`src/rtl/uart_tx_fifo.sv`:
```
// UART transmitter with a word FIFO: LSB-first frames with configurable data width,
// optional odd/even parity and 1 or 2 stop bits; queued words go out back-to-back.
module uart_tx_fifo #(
  parameter int CLK_PER_TICK = 27,
  parameter int OVERSAMPLE   = 16,
  parameter int DATA_BITS    = 8,
  parameter int PARITY       = 0,
  parameter int STOP_BITS    = 1,
  parameter int FIFO_DEPTH   = 4
) (
  input  logic                        clk,
  input  logic                        rst_n,
  input  logic                        in_valid,
  output logic                        in_ready,
  input  logic [DATA_BITS-1:0]        in_data,
  output logic                        tx,
  output logic                        busy,
  output logic                        tx_done,
  output logic [$clog2(FIFO_DEPTH):0] fifo_count
);

  localparam int AW = $clog2(FIFO_DEPTH);
  localparam int CW = (CLK_PER_TICK > 1) ? $clog2(CLK_PER_TICK) : 1;
  localparam int TW = (OVERSAMPLE > 1) ? $clog2(OVERSAMPLE) : 1;
  localparam int BW = $clog2(DATA_BITS);

  if (DATA_BITS < 5 || DATA_BITS > 9) begin : g_bad_data_bits
    $error("uart_tx_fifo: DATA_BITS must be 5..9");
  end
  if (PARITY < 0 || PARITY > 2) begin : g_bad_parity
    $error("uart_tx_fifo: PARITY must be 0, 1 or 2");
  end
  if (STOP_BITS < 1 || STOP_BITS > 2) begin : g_bad_stop_bits
    $error("uart_tx_fifo: STOP_BITS must be 1 or 2");
  end
  if (FIFO_DEPTH < 2 || (FIFO_DEPTH & (FIFO_DEPTH - 1)) != 0) begin : g_bad_depth
    $error("uart_tx_fifo: FIFO_DEPTH must be a power of 2, at least 2");
  end
  if (CLK_PER_TICK < 1 || OVERSAMPLE < 1) begin : g_bad_timing
    $error("uart_tx_fifo: CLK_PER_TICK and OVERSAMPLE must be at least 1");
  end

  typedef enum logic [2:0] {S_IDLE, S_START, S_DATA, S_PARITY, S_STOP} state_e;

  state_e               state_q, state_d;
  logic [DATA_BITS-1:0] mem_q [FIFO_DEPTH];
  logic [AW-1:0]        wr_ptr_q, rd_ptr_q;
  logic [AW:0]          count_q, count_d;
  logic [DATA_BITS-1:0] shift_q, shift_d;
  logic                 par_q, par_d;
  logic [BW-1:0]        bit_q, bit_d;
  logic                 stop_q, stop_d;
  logic [CW-1:0]        clk_cnt_q, clk_cnt_d;
  logic [TW-1:0]        tick_q, tick_d;
  logic                 tx_q, tx_d;
  logic                 push, pop, clk_end, bit_end, done;

  assign in_ready   = (count_q != (AW+1)'(FIFO_DEPTH));
  assign push       = in_valid && in_ready;
  assign fifo_count = count_q;
  assign busy       = (state_q != S_IDLE) || (count_q != '0);
  assign tx         = tx_q;
  assign tx_done    = done;

  assign clk_end = (clk_cnt_q == CW'(CLK_PER_TICK - 1));
  assign bit_end = clk_end && (tick_q == TW'(OVERSAMPLE - 1));

  // Counters wrap to zero on every bit boundary, so each state entry starts at zero.
  always_comb begin
    clk_cnt_d = '0;
    tick_d    = '0;
    if (state_q != S_IDLE && !bit_end) begin
      clk_cnt_d = clk_end ? '0 : clk_cnt_q + 1'b1;
      tick_d    = clk_end ? tick_q + 1'b1 : tick_q;
    end
  end

  always_comb begin
    state_d = state_q;
    shift_d = shift_q;
    par_d   = par_q;
    bit_d   = bit_q;
    stop_d  = stop_q;
    pop     = 1'b0;
    done    = 1'b0;
    unique case (state_q)
      S_IDLE:  if (count_q != '0) pop = 1'b1;
      S_START: if (bit_end) begin
        state_d = S_DATA;
        bit_d   = '0;
      end
      S_DATA:  if (bit_end) begin
        shift_d = shift_q >> 1;
        if (bit_q == BW'(DATA_BITS - 1)) begin
          state_d = (PARITY != 0) ? S_PARITY : S_STOP;
          stop_d  = 1'b0;
        end else begin
          bit_d = bit_q + 1'b1;
        end
      end
      S_PARITY: if (bit_end) begin
        state_d = S_STOP;
        stop_d  = 1'b0;
      end
      S_STOP:  if (bit_end) begin
        if (stop_q == 1'(STOP_BITS - 1)) begin
          done = 1'b1;
          if (count_q != '0) pop = 1'b1;
          else               state_d = S_IDLE;
        end else begin
          stop_d = 1'b1;
        end
      end
      default: state_d = S_IDLE;
    endcase
    // Loading the head word doubles as the FIFO pop.
    if (pop) begin
      state_d = S_START;
      shift_d = mem_q[rd_ptr_q];
      par_d   = (PARITY == 1) ? ~^mem_q[rd_ptr_q] : ^mem_q[rd_ptr_q];
      bit_d   = '0;
    end
  end

  always_comb begin
    unique case (state_d)
      S_START:  tx_d = 1'b0;
      S_DATA:   tx_d = shift_d[0];
      S_PARITY: tx_d = par_d;
      default:  tx_d = 1'b1;
    endcase
  end

  always_comb begin
    unique case ({push, pop})
      2'b10:   count_d = count_q + 1'b1;
      2'b01:   count_d = count_q - 1'b1;
      default: count_d = count_q;
    endcase
  end

  always_ff @(posedge clk) begin
    if (push) mem_q[wr_ptr_q] <= in_data;
  end

  always_ff @(posedge clk or negedge rst_n) begin
    if (!rst_n) begin
      state_q   <= S_IDLE;
      wr_ptr_q  <= '0;
      rd_ptr_q  <= '0;
      count_q   <= '0;
      shift_q   <= '0;
      par_q     <= 1'b0;
      bit_q     <= '0;
      stop_q    <= 1'b0;
      clk_cnt_q <= '0;
      tick_q    <= '0;
      tx_q      <= 1'b1;
    end else begin
      state_q   <= state_d;
      if (push) wr_ptr_q <= wr_ptr_q + 1'b1;
      if (pop)  rd_ptr_q <= rd_ptr_q + 1'b1;
      count_q   <= count_d;
      shift_q   <= shift_d;
      par_q     <= par_d;
      bit_q     <= bit_d;
      stop_q    <= stop_d;
      clk_cnt_q <= clk_cnt_d;
      tick_q    <= tick_d;
      tx_q      <= tx_d;
    end
  end

endmodule

```
`config.mk`:
```
export PLATFORM = sky130hd
export DESIGN_NAME = uart_tx_fifo
export DESIGN_NICKNAME = d
export VERILOG_FILES = /design/src/rtl/uart_tx_fifo.sv
export SDC_FILE = /design/constraint.sdc
export NUM_CORES = 1
export LEC_CHECK = 0
export ABC_CLOCK_PERIOD_IN_PS = 6900
export BUFFER_PORTS_ARGS = -buffer_cell sky130_fd_sc_hd__buf_2
export CORE_ASPECT_RATIO = 1.4
export CORE_MARGIN = 5
export CORE_UTILIZATION = 25
export DETAILED_ROUTE_END_ITERATION = 10
export GPL_ROUTABILITY_DRIVEN = 0
export HOLD_SLACK_MARGIN = 0.05
export PLACE_DENSITY = 0.52
export SLEW_MARGIN = 20
export SYNTH_ARGS = -nofsm -noshare
export SYNTH_HDL_FRONTEND = slang
export SYNTH_SLANG_ARGS = --single-unit
```
`constraint.sdc`:
```
create_clock -name clk -period 6.9 [get_ports clk]
set_input_delay 1.38 -clock clk [delete_from_list [all_inputs] [get_ports clk]]
set_output_delay 1.38 -clock clk [all_outputs]
set_load 0.1 [all_outputs]
```
==> results.cfg, run 1 <==
[power_and_ir_drop]
p_per_area_nw_per_um2 = 349
peakVddDrop_mv = 0.228
p_leak_nw = 1.42

[grt]
grt_max_degree = 33
antenna_found_initial = 0
gr-total-overflow = 0
grt_pass1_wl_um = 8830
track_usage_pct = 8.15
grt_pass1_vias = 1743

[critical_path]
startpoint_type = flop
rrSetupSlack_ns = 4.05
slowest_delay_ns = 0.45
crit_required_ns = 5.52
reg2regPathDepth = 12
crit_type = flop to output port
end_kind = output port
r2r_start = clk_cnt_q[0]
arrival_ns = 2.34
r2r_end = fifo_count[2]
slowest_stage = and4b_1
path_cells = inv_1 > ha_1 > and4b_1 > and4_1 > and3_1 > buf_2
cp_max_fo = 10

[placement]
dpl.cell_count = 371
port_buffers = 17
place_area_um2 = 3140
dp_hpwl_um = 3590

[drt]
drt-initial-drc-count = 49
first_pass_iters = 3
routed_via_density = 4.29
wl_per_cell_um = 13.0
antenna_left = 0
vias = 1656
routed_wl_um = 5000
remaining_drc_errors = 0

[die]
io_pins = 18
die_h_um = 138
fp.dieW_um = 101
core_area_um2 = 11400
dieArea_um2 = 14000
start_util_pct = 25.7
num_rows = 46

[layout]
fin_cells = 386
n_antenna_cell = 0
fin_nets = 260
drive_gt1_share_pct = 19.0
syn2layout_area_growth_pct = 18.8
final_cell_area_um2 = 3480

[logic_synthesis]
yosys-top-cells-area = edfxtp_1 (33%), dfrtp_1 (27%), mux4_2 (6.2%), ha_1 (4.3%), xnor2_1 (3.9%)
mappedNetlistArea_um2 = 2930
yosysWarnings = 0
synth-seq-area-share_pct = 60.2
yosys_register_bits = 64
syn-num-nets = 239
ys_async_sr_fraction_pct = 50.0
netlist_instances = 217
synthFlopType = edfxtp_1
synth_cell_types = 44
synth_edf_count = 32
yosysTopAreaCell = edfxtp_1
yosysTopAreaCellShare_pct = 32.8
postSynthAreaPerCell_um2 = 13.5

[clock_tree]
post_cts_buffers = 0
cts_inserted_buffers = 9
cts_root_buffer = clkbuf_16
cts_resized = 0
cts_tree = yes
cts_max_path_buffers = 2
cts_sinks = 64
hold_buffers = 0
htreeDepth = 3
clkLatencyLatePin_ns = 0.32
clk_pin_slew_ns = 0.05

[sta]
worst_pin_slew_ns = 0.721
finClkSkew_ns = 0.00392
rsz0062_at_grt = no
fin_crit_ns = 3.72
setup_tns_ns = 0
finalSetupViolations = 0
finalMaxSlewViolations = 0
fmax_mhz = 269
slew_headroom_pct = 52.0
fin_crit_sh_pct = 53.9
hold_viol = 0

[hold_path]
worst_hold_path_type = flop to flop
min_from = clk_cnt_q[0]
hold_depth = 1
hold_end = clk_cnt_q[0]

[outcome]
status = finished clean

[run]
cap_violations = 0
where the power goes:
part / switching [mW] / total [mW] / internal [mW]
registers: 0.0253 / 0.485 / 0.459
clock network: 0.155 / 0.504 / 0.349
logic: 0.163 / 0.225 / 0.0624
total: 0.343 / 1.21 / 0.871
cell usage after synthesis (2+ instances only):
cell type,number
nand3_1,7
nor2_1,15
mux4_2,8
nand4_2,2
dfrtp_1,31
edfxtp_1,32
a21oi_1,6
inv_1,7
ha_1,10
nand2_1,18
o21ai_0,7
xor2_1,5
and2_1,2
nand3b_1,2
mux2i_1,8
xnor2_1,13
clkbuf_1,2
nand2b_1,2
buf_4,2
and2b_1,2
and4b_1,2
and3_1,6
buf_6,2
nor3_1,6
how the worst max path moves through the flow:
stage	startpoint	to	slack (ns)	depth (start not counted)
after global routing	clk_cnt_q[0]	tx_done	3.03	6
after detailed placement	clk_cnt_q[0]	tx_done	3.52	6
after floorplan	fifo_count[2]	fifo_count[2]	3.44	9
final	clk_cnt_q[0]	tx_done	3.18	6
after global placement	clk_cnt_q[0]	tx_done	3.55	6
after CTS	clk_cnt_q[0]	tx_done	3.17	6
area by class of cell:
cell class | instances | area (um^2)
tap | 144 | 180
fill | 1157 | 7920
multi-input combinational | 138 | 1080
clock buffer | 9 | 225
clock inverter | 6 | 109
timing repair buffer | 17 | 85.1
sequential | 64 | 1760
inverter | 8 | 35.0
per-layer routing:
layer	wire [um]	global-route usage, %	vias to the layer above	share of wire (%)
li1	-	-	827	-
met1	2070	9.33	806	41
met2	2690	13.7	16	54
met3	145	2.82	7	2.9
met4	96	3.36	0	1.9
met5	0	0	-	0
kinds of logic after synthesis:
| group | Yosys count | share of synthesized area (%) |
|---|---|---|
| mux | 16 | 8.89 |
| fa+ha+maj | 11 | 4.96 |
| simple gates | 69 | 12.3 |
| buf+inv | 15 | 2.91 |
| compound gates | 24 | 5.30 |
| flops | 64 | 60.2 |
| xor+xnor | 18 | 5.39 |
critical path: cells and delay by family (launching register included):
family / cells / cell delay, ns
flops: 1 / 0.41
buf+inv: 2 / 0.49
simple gates: 3 / 0.98
fa+ha+maj: 1 / 0.13
cell usage in the layout (no fill, tap or decap), types with 3 or more instances in the layout:
cell       count
a21oi_1        6
and3_1         6
buf_2         17
bufinv_16      3
clkbuf_16      9
dfrtp_1       31
edfxtp_1      32
ha_1          10
inv_1          7
mux2i_1        8
mux4_2         8
nand2_1       18
nand3_1        7
nor2_1        15
nor3_1         6
o21ai_0        7
xnor2_1       13
xor2_1         5
through the flow:
step                      hold slack [ns]  utilization (%)  worst slack, ns  total power [mW]
after floorplan                     0.450                -             3.44             0.669
after global placement              0.471             27.6             3.55             0.720
after detailed placement            0.492             27.6             3.52             0.723
after CTS                           0.499             30.5             3.17              1.23
after global routing                0.516             30.5             3.03              1.27
final                               0.495             30.5             3.18              1.21
sequential cells by signal (all words and copies together), names as in the netlist:
register	flops
tick_q	4
par_q	1
wr_ptr_q	2
fifo_count	3
state_q	3
mem_q	32
clk_cnt_q	5
bit_q	3
tx	1
rd_ptr_q	2
shift_q	8
Power figures use the tool's default switching activity.
==> run 2: changes to the inputs <==
--- a/config.mk
+++ b/config.mk
@@ -5,7 +5,8 @@
 export SDC_FILE = /design/constraint.sdc
 export NUM_CORES = 1
 export LEC_CHECK = 0
-export ABC_CLOCK_PERIOD_IN_PS = 6900
+export ABC_AREA = 1
+export ABC_CLOCK_PERIOD_IN_PS = 3900
 export BUFFER_PORTS_ARGS = -buffer_cell sky130_fd_sc_hd__buf_2
 export CORE_ASPECT_RATIO = 1.4
 export CORE_MARGIN = 5
@@ -13,7 +14,7 @@
 export DETAILED_ROUTE_END_ITERATION = 10
 export GPL_ROUTABILITY_DRIVEN = 0
 export HOLD_SLACK_MARGIN = 0.05
-export PLACE_DENSITY = 0.52
+export PLACE_DENSITY = 0.51
 export SLEW_MARGIN = 20
 export SYNTH_ARGS = -nofsm -noshare
 export SYNTH_HDL_FRONTEND = slang
==> constraint.sdc (replaced) <==
create_clock -name clk -period 3.9 [get_ports clk]
set_input_delay 0.78 -clock clk [delete_from_list [all_inputs] [get_ports clk]]
set_output_delay 0.78 -clock clk [all_outputs]
set_load 0.1 [all_outputs]
==> results.cfg, run 2 <==
[critical_path]
path_cells = inv_1 > ha_1 > nand2_1 > nor2_4 > nand4_2 > nor2_1 > buf_2
end_kind = output port
arrival_ns = 1.92
slowest_stage = buf_2
slowest_delay_ns = 0.44
crit_required_ns = 3.12
crit_type = flop to output port
cp_max_fo = 6
startpoint_type = flop

[layout]
largest_reg_flops = 32
mostFrequentLayoutCell = nand2_1
layout_common_cells = nand2_1 (111), inv_1 (38), edfxtp_1 (32)
n_antenna_cell = 0
fin_cells = 527
drive_gt1_share_pct = 16.3
fillCellCount = 1339
regMostFlops = mem_q
fin_nets = 391
final_cell_area_um2 = 3760
top_regs = mem_q (32), shift_q (8), clk_cnt_q (5)
syn2layout_area_growth_pct = 16.8
final_util_pct = 29.5

[drt]
vias = 2265
drt-initial-drc-count = 69
remaining_drc_errors = 0
antenna_left = 0
wl_per_cell_um = 11.8
routed_via_density = 4.30
routed_wl_um = 6230
first_pass_iters = 4

[logic_synthesis]
yosysMostFrequentCell = nand2_1
synth_top_family_by_area = simple AND/OR/NAND/NOR gates
netlist_instances = 347
yosysTopAreaCellShare_pct = 29.8
synthFlopType = edfxtp_1
yosys-top-cells-area = edfxtp_1 (30%), dfrtp_1 (24%), nand2_1 (13%), nand3_1 (4.5%), inv_1 (4.4%)
synth_cell_types = 36
synth_simple_gate_area_share_pct = 26.5
postSynthAreaPerCell_um2 = 9.28
ys_top_cells_by_count = nand2_1 (111), inv_1 (38), edfxtp_1 (32)
synth_compound_area_share_pct = 4.55
synth-seq-area-share_pct = 54.8
synthXorXnorAreaFrac_pct = 2.18
yosys_register_bits = 64
synth_edf_count = 32
yosysTopAreaCell = edfxtp_1
mappedNetlistArea_um2 = 3220
synthMuxAreaShare_pct = 0
yosysWarnings = 0
syn-num-nets = 369
synth-adder-area-share_pct = 4.51
ys_async_sr_fraction_pct = 50.0

[power_and_ir_drop]
p_per_area_nw_per_um2 = 809
p_leak_nw = 1.73
peakVddDrop_mv = 0.245

[clock_tree]
clk_pin_slew_ns = 0.05
cts_inserted_buffers = 9
cts_tree = yes
cts_resized = 0
clkLatencyLatePin_ns = 0.32
cts_max_path_buffers = 2
htreeDepth = 3
cts_root_buffer = clkbuf_16
post_cts_buffers = 0
cts_sinks = 64
hold_buffers = 0

[sta]
finalSetupViolations = 0
setup_tns_ns = 0
fin_crit_sh_pct = 69.1
worst_pin_slew_ns = 0.820
finalMaxSlewViolations = 0
finClkSkew_ns = 0.00663
fmax_mhz = 371
slew_headroom_pct = 45.1
rsz0062_at_grt = no
hold_viol = 0
fin_crit_ns = 2.70

[grt]
grt_pass1_wl_um = 10900
track_usage_pct = 9.07
grt_max_degree = 33
antenna_found_initial = 0
gr-total-overflow = 0
grt_pass1_vias = 2271

[placement]
dp_hpwl_um = 4570
place_area_um2 = 3440
dpl.cell_count = 511
port_buffers = 17

[die]
die_h_um = 144
start_util_pct = 25.2
dieArea_um2 = 15300
core_area_um2 = 12800
io_pins = 18
fp.dieW_um = 106
num_rows = 49

[outcome]
status = finished clean

[run]
cap_violations = 0

[hold_path]
worst_hold_path_type = flop to flop
-- run 2: cell count changes in the layout (fill, tap and decap cells not counted), sizes merged, moves of 8 or more --
cell   delta
mux2i     -8
inv      +39
nand3    +25
mux4      -8
xnor2    -10
nand2   +106
-- run 2: worst paths after layout --
check                        startpoint            end  slack (ns)  cells after the start
max                        clk_cnt_q[0]        tx_done        1.20                      7
min                        clk_cnt_q[0]   clk_cnt_q[0]        0.49                      1
max reg2reg                clk_cnt_q[0]  fifo_count[2]        1.33                     14
min reg2reg                clk_cnt_q[0]   clk_cnt_q[0]        0.49                      1
max in group asynchronous         rst_n     shift_q[1]        2.90                      1
min in group asynchronous         rst_n   clk_cnt_q[2]        0.52                      1
-- run 2: cell families (layout without fill, tap and decap cells) --
group / after synthesis / in the layout
adders and majority gates: 11 / 11
buffers and inverters: 53 / 80
and+or+nand+nor: 187 / 187
AOI/OAI and AO/OA: 24 / 24
xor gates and xnor gates: 8 / 8
DFF: 64 / 64
-- run 2: per-stage QoR --
stage	hold WS (ns)	setup slack, ns	power (mW)
5_1_grt	0.503	1.12	3.30
4_1_cts	0.490	1.19	3.09
3_5_place_dp	0.483	1.36	2.21
3_3_place_gp	0.467	1.41	2.19
2_1_floorplan	0.453	0.291	2.00
6_report	0.486	1.20	3.04
-- run 2: metal layers --
metal / routed length [um] / vias up / global-route usage [%]
li1: - / 1166 / -
met1: 2700 / 1063 / 10.0
met2: 3240 / 29 / 16.5
met3: 213 / 7 / 2.81
met4: 72 / 0 / 3.21
met5: 0 / - / 0
-- run 2: cell type report --
cell class,count,area [um^2],share of cell area [%]
flip-flops and latches,64,1760,46.9
well taps,153,191,5.09
clock inverters,3,65.1,1.73
inverters,47,181,4.82
multi-input cells,230,1210,32.3
clock buffers,13,260,6.92
repair buffers,17,85.1,2.26
-- run 2: critical path, delay by kind of cell (launching register included) --
kind                     cells  cell delay [ns]
buffers and inverters        2             0.51
adder cells (fa/ha/maj)      1             0.14
flip-flops                   1             0.40
AND/OR/NAND/NOR              4             0.55
-- run 2: power by group --
group	switching [mW]	leakage [nW]	internal (mW)	total [mW]
Clock	0.271	0.160	0.593	0.865
Sequential	0.147	0.690	0.903	1.05
Combinational	0.790	0.878	0.338	1.13
==> run 3: changes to the inputs <==
--- a/config.mk
+++ b/config.mk
@@ -5,8 +5,8 @@
 export SDC_FILE = /design/constraint.sdc
 export NUM_CORES = 1
 export LEC_CHECK = 0
-export ABC_AREA = 1
-export ABC_CLOCK_PERIOD_IN_PS = 3900
+export ABC_AREA = 0
+export ABC_CLOCK_PERIOD_IN_PS = 2600
 export BUFFER_PORTS_ARGS = -buffer_cell sky130_fd_sc_hd__buf_2
 export CORE_ASPECT_RATIO = 1.4
 export CORE_MARGIN = 5
@@ -14,7 +14,7 @@
 export DETAILED_ROUTE_END_ITERATION = 10
 export GPL_ROUTABILITY_DRIVEN = 0
 export HOLD_SLACK_MARGIN = 0.05
-export PLACE_DENSITY = 0.51
+export PLACE_DENSITY = 0.52
 export SLEW_MARGIN = 20
 export SYNTH_ARGS = -nofsm -noshare
 export SYNTH_HDL_FRONTEND = slang
==> constraint.sdc (replaced) <==
create_clock -name clk -period 2.6 [get_ports clk]
set_input_delay 0.52 -clock clk [delete_from_list [all_inputs] [get_ports clk]]
set_output_delay 0.52 -clock clk [all_outputs]
set_load 0.1 [all_outputs]
==> results.cfg, run 3 (synthesis results as in run 1) <==
[drt]
wl_per_cell_um = 13.7
vias = 1714
routed_wl_um = 5350
drt-initial-drc-count = 41
remaining_drc_errors = 0
antenna_left = 0
first_pass_iters = 5
routed_via_density = 4.37

[sta]
slew_headroom_pct = 50.2
fin_crit_sh_pct = 96.0
setup_tns_ns = 0
finClkSkew_ns = 0.00472
finalMaxSlewViolations = 0
rsz0062_at_grt = no
fmax_mhz = 401
fin_crit_ns = 2.50
hold_viol = 0
worst_pin_slew_ns = 0.747
timing.hold.ws_ns = 0.254
finalSetupViolations = 0

[die]
fp.dieW_um = 101
io_pins = 18
dieArea_um2 = 14000
start_util_pct = 25.7
num_rows = 46
die_h_um = 138
core_area_um2 = 11400

[layout]
fillCellCount = 1188
fin_nets = 265
largest_reg_flops = 32
syn2layout_area_growth_pct = 20.4
top_regs = mem_q (32), shift_q (8), clk_cnt_q (5)
regMostFlops = mem_q
mostFrequentLayoutCell = edfxtp_1
drive_gt1_share_pct = 24.2
n_antenna_cell = 0
multi_input_area_um2 = 1100
register_area_um2 = 1770
layout_common_cells = edfxtp_1 (32), dfrtp_1 (28), nand2_1 (17)

[clock_tree]
htreeDepth = 3
post_cts_buffers = 0
hold_buffers = 0
clk_pin_slew_ns = 0.06
cts_root_buffer = clkbuf_16
cts_max_path_buffers = 2
cts_inserted_buffers = 9
cts_tree = yes
cts_sinks = 64
clkLatencyLatePin_ns = 0.33

[power_and_ir_drop]
peakVddDrop_mv = 0.444
p_per_area_nw_per_um2 = 889
p_leak_nw = 1.44

[critical_path]
r2r_start = clk_cnt_q[0]
arrival_ns = 1.98
cp_max_fo = 9
rrSetupSlack_ns = 0.18
crit_required_ns = 2.08
startpoint_type = flop
crit_start = clk_cnt_q[0]
crit_type = flop to output port
end_kind = output port

[grt]
grt_pass1_vias = 1857
antenna_found_initial = 0
grt_pass1_wl_um = 9070
track_usage_pct = 8.33
grt_max_degree = 33
gr-total-overflow = 0

[hold_path]
worst_hold_path_type = input pin to asynchronous set/reset pin

[outcome]
status = finished clean

[run]
cap_violations = 0

[placement]
dp_hpwl_um = 3790
port_buffers = 17
[run 3: repair_timing]
item                                    CTS  global route
endpoints found under the hold margin     0             0
gates resized for setup                   2             3
endpoints found under the setup margin    1             2
[run 3: critical path, cell delays in order (launching register included)]
cell,delay (ns)
dfrtp_1,0.41
inv_1,0.07
ha_1,0.13
and4b_1,0.24
buf_6,0.15
and4_4,0.28
and3_4,0.20
buf_12,0.17
[run 3: area by class of cell]
type,instances,share of cell area [%]
Sequential cell,64,50.1
Tap cell,144,5.11
Inverter,8,0.994
Clock inverter,7,2.24
Timing Repair Buffer,22,4.01
Clock buffer,9,6.39
Multi-Input combinational cell,138,31.1
[run 3: where the power goes]
| group | total [mW] | switching (mW) | internal (mW) |
|---|---|---|---|
| combinational | 0.616 | 0.443 | 0.173 |
| sequential | 1.30 | 0.0731 | 1.22 |
| clock | 1.22 | 0.470 | 0.751 |
| total | 3.13 | 0.986 | 2.15 |
[run 3: metrics by stage]
step,power [mW],std cells,instance area (um^2),setup slack (ns),util (%)
2_1_floorplan,1.79,217,2940,0.0563,-
3_3_place_gp,1.94,376,3210,0.253,28.1
3_5_place_dp,1.95,376,3210,0.191,28.1
4_1_cts,3.19,392,3510,0.0416,30.8
5_1_grt,3.28,392,3520,0.00495,30.9
6_report,3.13,392,3520,0.105,30.9
[run 3: path summary, 6_finish.rpt]
kind / to / cells past startpoint
worst max-delay path: tx_done / 7
worst min-delay path: tick_q[2] / 1
worst max register to register: fifo_count[2] / 12
worst min register to register: clk_cnt_q[0] / 1
max in group asynchronous: fifo_count[2] / 1
min in group clk: mem_q[1][5] / 1
[run 3: layer usage]
layer / up-vias / wire length (um) / GRT usage, %
met1: 845 / 2230 / 9.46
met3: 6 / 170 / 2.32
li1: 840 / - / -
met2: 23 / 2850 / 14.0
met5: - / 0 / 0
met4: 0 / 102 / 4.20
